`src/rtl/cl_fifo_rr_arbiter.sv`:
```
// cl_fifo_rr_arbiter
// Round-robin merge of N_REQ first-word-fall-through FIFO read sides onto a
// single FIFO write side. A grant is held for at most MAX_BURST words and is
// then rotated to the next requester. The data path is a pure mux from the
// granted source to the sink; only arbitration state is registered.

module cl_fifo_rr_arbiter #(
   parameter  int N_REQ     = 4,
   parameter  int DATA_W    = 32,
   parameter  int MAX_BURST = 8,
   localparam int ID_W      = (N_REQ > 1) ? $clog2(N_REQ) : 1
) (
   input  logic                      clock_i,
   input  logic                      reset_i,
   input  logic [N_REQ-1:0]          empty_i,
   input  logic [N_REQ*DATA_W-1:0]   read_data_i,
   output logic [N_REQ-1:0]          read_o,
   input  logic                      full_i,
   output logic                      write_o,
   output logic [DATA_W-1:0]         write_data_o,
   output logic [N_REQ-1:0]          grant_o,
   output logic [ID_W-1:0]           grant_id_o,
   output logic                      busy_o
);

   localparam int CNT_W = $clog2(MAX_BURST) + 1;

   localparam logic [0:0] S_IDLE  = 1'b0;
   localparam logic [0:0] S_GRANT = 1'b1;

   logic [0:0]        r_state;
   logic [ID_W-1:0]   r_rr_ptr;
   logic [CNT_W-1:0]  r_burst_cnt;
   logic [N_REQ-1:0]  r_grant;
   logic [ID_W-1:0]   r_grant_id;

   logic [DATA_W-1:0] w_src_data [N_REQ];
   logic              w_pick_found;
   logic [ID_W-1:0]   w_pick_id;
   logic [N_REQ-1:0]  w_pick_onehot;
   logic              w_src_empty;
   logic              w_xfer;
   logic              w_last;
   logic [ID_W-1:0]   w_next_ptr;

   // Index base+offs wrapped into 0..N_REQ-1 (offs is always below N_REQ).
   function automatic logic [ID_W-1:0] f_wrap_idx(input logic [ID_W-1:0] base, input int offs);
      int v_sum;
      v_sum = int'(base) + offs;
      if (v_sum >= N_REQ) begin
         v_sum = v_sum - N_REQ;
      end else begin
         v_sum = v_sum;
      end
      return ID_W'(v_sum);
   endfunction

   // Split the flat source bus into one word per requester.
   for (genvar k = 0; k < N_REQ; k++) begin : g_src
      assign w_src_data[k] = read_data_i[k*DATA_W +: DATA_W];
   end

   // Find the first non-empty source starting at the round-robin pointer.
   always_comb begin
      w_pick_found  = 1'b0;
      w_pick_id     = '0;
      w_pick_onehot = '0;
      for (int i = 0; i < N_REQ; i++) begin
         if (!w_pick_found && !empty_i[f_wrap_idx(r_rr_ptr, i)]) begin
            w_pick_found = 1'b1;
            w_pick_id    = f_wrap_idx(r_rr_ptr, i);
         end else begin
            w_pick_found = w_pick_found;
         end
      end
      w_pick_onehot[w_pick_id] = 1'b1;
   end

   // Transfer qualification for the granted source and the rotation target.
   always_comb begin
      w_src_empty = empty_i[r_grant_id];
      w_xfer      = (r_state == S_GRANT) && !w_src_empty && !full_i;
      w_last      = (r_burst_cnt == CNT_W'(MAX_BURST - 1));
      if (r_grant_id == ID_W'(N_REQ - 1)) begin
         w_next_ptr = '0;
      end else begin
         w_next_ptr = r_grant_id + ID_W'(1);
      end
   end

   // Arbitration FSM: one idle cycle to pick, then hold the grant for a burst.
   always_ff @(posedge clock_i) begin
      if (reset_i) begin
         r_state     <= S_IDLE;
         r_rr_ptr    <= '0;
         r_burst_cnt <= '0;
         r_grant     <= '0;
         r_grant_id  <= '0;
      end else begin
         case (r_state)
            S_IDLE: begin
               if (w_pick_found) begin
                  r_state     <= S_GRANT;
                  r_grant_id  <= w_pick_id;
                  r_grant     <= w_pick_onehot;
                  r_burst_cnt <= '0;
               end else begin
                  r_grant     <= '0;
               end
            end
            S_GRANT: begin
               if (w_xfer && w_last) begin
                  // Last word of the burst leaves this cycle.
                  r_state     <= S_IDLE;
                  r_grant     <= '0;
                  r_rr_ptr    <= w_next_ptr;
                  r_burst_cnt <= '0;
               end else if (w_xfer) begin
                  r_burst_cnt <= r_burst_cnt + CNT_W'(1);
               end else if (w_src_empty) begin
                  // Source ran dry: give the slot to the next requester.
                  r_state     <= S_IDLE;
                  r_grant     <= '0;
                  r_rr_ptr    <= w_next_ptr;
                  r_burst_cnt <= '0;
               end else begin
                  // Sink full: hold the grant with the burst count frozen.
                  r_burst_cnt <= r_burst_cnt;
               end
            end
            default: begin
               r_state     <= S_IDLE;
               r_grant     <= '0;
               r_burst_cnt <= '0;
            end
         endcase
      end
   end

   assign read_o       = w_xfer ? r_grant : '0;
   assign write_o      = w_xfer;
   assign write_data_o = w_src_data[r_grant_id];
   assign grant_o      = r_grant;
   assign grant_id_o   = r_grant_id;
   assign busy_o       = (r_state == S_GRANT);

endmodule

```
`config.mk`:
```
export PLATFORM = sky130hd
export DESIGN_NAME = cl_fifo_rr_arbiter
export DESIGN_NICKNAME = d
export VERILOG_FILES = /design/src/rtl/cl_fifo_rr_arbiter.sv
export SDC_FILE = /design/constraint.sdc
export NUM_CORES = 1
export LEC_CHECK = 0
export CORE_MARGIN = 1.5
export CORE_UTILIZATION = 30
export DETAILED_ROUTE_END_ITERATION = 8
export PLACE_DENSITY = 0.94
export SETUP_SLACK_MARGIN = 0.5
export SLEW_MARGIN = 20
export SYNTH_ARGS = -nofsm -noshare
export SYNTH_HDL_FRONTEND = slang
export SYNTH_SLANG_ARGS = --single-unit
```
`constraint.sdc`:
```
create_clock -name clock_i -period 3.35 [get_ports clock_i]
set_clock_uncertainty 0.2 [all_clocks]
set_input_delay 0.335 -clock clock_i [delete_from_list [all_inputs] [get_ports clock_i]]
set_output_delay 0.335 -clock clock_i [all_outputs]
set_load 0.005 [all_outputs]
```
== Word-level counts from Yosys, hierarchy flattened ==
Cells that the tools add are included.
Storage, ports and cells
  flip-flop bits (word level): 13
  bits of input ports: 135
  output and inout bits: 44
  logic and storage cells: 100
Operators by class
  $add $sub $neg: 9
  $lt $le $gt $ge: 12
  equal/unequal tests: 7
  muxes and demuxes: 46
  bitwise logic cells: 2
  reductions and logical operators: 19
Operators with widths (number)
  $bmux 32 s2: 1
  $mux 32: 2
  $mux 4: 8
  $mux 2: 12
  $lt 2x3->1 const B: 6
  $pmux 4 s2: 2
  $mux 1: 14
  $ge 3x3->1 const B: 4
  $bmux 1 s2: 5
  $sub 2x1->2 const B: 4
  $logic_and 1x1->1: 7
  $logic_not 1->1: 7
  $add 2x2->3 const B: 2
  $reduce_and 2->1: 3
  $add 4x1->4 const B: 1
  $eq 4x3->1 const B: 1
  $ne 4x1->1 const B: 1
  $add 2x1->3 const B: 1
  $ge 2x3->1 const B: 1
  $ne 3x1->1 const B: 1
  $ne 3x2->1 const B: 1
  $not 2->3: 1
  $reduce_and 3->1: 1
  $add 2x1->2 const B: 1
  other kinds (8): 8

== Longest topological paths before layout ==
  depth after elaboration: 20
  gate-level depth with buffers: 6
  mapped depth without buffers: 6

== Worst setup path before layout ==
No wires, ideal clock.
  path kind: register to output
  start point: reg r_grant_id[0], in the netlist grant_id_o[0]
  end point: out write_data_o[10]
  arrival: 1.353 ns
  data required time: 2.815 ns
  slack: 1.462 ns
  stages on the path, launching flop included: 4
  buffers on the path: 2
  cell sequence: dfxtp_1 > buf_6 > buf_2 > mux4_2
Between the ends
  cells in the longest elaborated chain, start to end: 4
Ends and longest elaborated chain
  start, declared: RTL line 35  | logic [ID_W-1:0] r_grant_id;
  start signal, assigned: RTL line 104  | r_grant_id <= w_pick_id;
  $not 2->3 (not written as such): RTL line 142  | assign write_data_o = w_src_data[r_grant_id];
  $bmux 32 s2: RTL line 142
  $mux 32 (not written as such) (2 in a row): RTL line 142
  end, declared: RTL line 20  | output logic [DATA_W-1:0] write_data_o,
No other way between the ends. The select of a mux whose other input is x is not followed.

== Worst setup path in the final report ==
  start point: in empty_i[3]
  end point: out read_o[1]
Between the ends
  cells in the longest elaborated chain, start to end: 6
Ends and longest elaborated chain
  start, declared: RTL line 15  | input logic [N_REQ-1:0] empty_i,
  $bmux 1 s2: RTL line 81  | w_src_empty = empty_i[r_grant_id];
  $mux 1 (not written as such): RTL line 81
  $logic_not 1->1: RTL line 82  | w_xfer = (r_state == S_GRANT) && !w_src_empty && !full_i;
  $logic_and 1x1->1 (2 in a row): RTL line 82
  $mux 4: RTL line 140  | assign read_o = w_xfer ? r_grant : '0;
  end, declared: RTL line 17  | output logic [N_REQ-1:0] read_o,
No other way between the ends. The select of a mux whose other input is x is not followed.

==> run metrics <==
final setup fails=0; Setup TNS=0 ns; Congestion Overflow GR=0; Final GP Congestion=0.919; Clock Latency Late Sink=0.24 ns; htree depth=1; CP startpoint kind=input port; die area=5550 um^2; Static Leak=1.19 nW; DR iter-0 viols=79; core footprint=4820 um^2; vias per cell=5.19; Yosys Warn Count=0; pwr/cell area=224 nW/um^2; most frequent cells in the layout=178 x clkdlybuf4s50_1, 33 x mux4_2, 14 x nor2_1, 11 x dfxtp_1; dpl cell area=3380 um^2; Yosys top cell by area=mux4_2; Worst VDD drop=0.242 mV; DP HPWL=6400 um; max cap viols=0; nets@finish=443; vias in the first global route=1954; DR DRC count=0; Avg Inst Size Synth=12.0 um^2; IO Pins=179; top cells by area, synth=mux4_2 48%, dfxtp_1 17%, nor2_1 3.4%; Crit. End Element=output pin; crit path DAT=2.23 ns; Post-DRT Antenna Nets=0; clock slew at reported path FFs=0.05 ns; Mapped Area=1530 um^2; CTS Hold Bufs=0; Hold Vio Cnt, Final=0; Area Growth Syn to Fin=123%; outcome=finished clean; fmax=362 MHz; Psw=196 uW; routed via count=1929; post-synth top area share=48.5%; CTS tree=yes; commonest non-fill, non-tap cell in the layout=clkdlybuf4s50_1; Slew @ Worst Pin=0.461 ns; Final Instance Area=3430 um^2; antenna cells=0; largest net degree at the start of global routing=27; share of layout cells above drive strength 1=17.0%; Starting Density=31.8%; root buffer cell=clkbuf_8; WL final=7460 um; IO buf count=178; first-pass GRT wire length=10300 um; first-pass detailed-route iteration total=4; Clock Power Share=18.2%; Worst slew margin=69.1%; Yosys reg bits=13; CTS max path bufs=2; total power=767 uW; Tmin final=2.77 ns; RSZ-0062 raised after global routing=false; Worst Hold Class=flop to flop; Flop pwr share=24.4%; fin util=71.1%; Data required, critical path=2.81 ns; cell count after synthesis=128; WL per Instance=20.0 um; Die Width=74.5 um; sequential area share after synthesis=17.0%; Total GRT Usage=25.5%; kind of critical path=input port to output pin; sw frac=25.5%; clock tree sinks=13; synth unique cells=36; Critical Path Fanout Max=8; Internal Power=571 uW; Gate power share=57.4%; # rows=25; fin. max-slew vios=0; # Post-CTS Setup Buffers=0; Final Cycle Share=82.6%; post-CTS sizing=1; Mapped Nets=265; initial antenna violation count=2; die height=74.5 um; total CTS buffers=3
[path summary, 6_finish.rpt]
kind,from,to,slack [ns],cells after the start
max,empty_i[3],read_o[1],0.58,6
max reg2reg,grant_id_o[0],r_rr_ptr[0],1.43,4
min reg2reg,r_rr_ptr[0],r_rr_ptr[0],0.30,2
min,r_rr_ptr[0],r_rr_ptr[0],0.30,2
[registers in the layout, summed over array words and instances (netlist names)]
register / flops
busy_o: 1
grant_o: 4
r_burst_cnt: 4
r_rr_ptr: 2
grant_id_o: 2
[cells in the mapped netlist]
cell type	n
a2bb2oi_4	1
o21ai_0	2
o21ai_2	1
a31oi_1	1
nand3_1	2
buf_2	3
clkbuf_1	4
a211o_1	1
and4bb_2	1
and2_1	4
nand2b_1	4
and4b_1	1
a211oi_2	1
mux2_4	1
dfxtp_1	13
or3_1	1
inv_2	1
nor2_1	14
nand3b_1	1
a21o_1	1
o221a_2	1
nand2_1	7
buf_6	2
a21oi_2	1
nor2_4	1
mux4_2	33
nor2b_1	3
a211oi_1	2
a22oi_1	4
nor3_1	2
mux2i_1	2
a21oi_1	7
or2_2	1
nor4_1	1
ha_1	2
nand4_1	1
[cell type report]
type | count | area, um^2
tap | 67 | 83.8
inverter | 1 | 3.75
timing repair buffer | 182 | 1810
clock buffer | 4 | 45.0
multi-input combinational | 105 | 1220
fill | 372 | 1390
sequential | 13 | 265
[cell families after synthesis]
logic type / synth area share (%)
DFF: 17.0
muxes: 50.7
adders and majority gates: 1.63
AOI/OAI and AO/OA: 11.7
buffers and inverters: 3.67
and+or+nand+nor: 15.3
[power by group through the flow]
stage                     combinational [mW]  clock [mW]  sequential, mW
final                                  0.440       0.139           0.187
after global routing                   0.463       0.149           0.191
after CTS                              0.442       0.142           0.188
after detailed placement               0.439           0           0.191
after global placement                 0.431           0           0.191
after floorplan                        0.166           0           0.174
[routing by layer]
metal | vias up | part of all wire (%) | GRT usage [%]
met1 | 916 | 35 | 26.0
met3 | 24 | 12 | 10.6
met2 | 101 | 50 | 46.5
met5 | - | 0.28 | 0
met4 | 4 | 3.3 | 9.29
li1 | 884 | - | -
[stage by stage]
step	instances	setup slack, ns	hold slack (ns)
after CTS	372	0.588	0.296
after floorplan	128	1.46	0.200
after detailed placement	368	0.597	0.288
after global routing	372	0.520	0.330
after global placement	368	0.647	0.278
final	372	0.584	0.302
[critical path: stages]
cell and delay, ns:
clkdlybuf4s50_1 0.53, mux2_4 0.33, a2bb2oi_4 0.20, nor2_4 0.18, and2_1 0.16, clkdlybuf4s50_1 0.50
No activity file was read; power rests on OpenSTA's default activity.
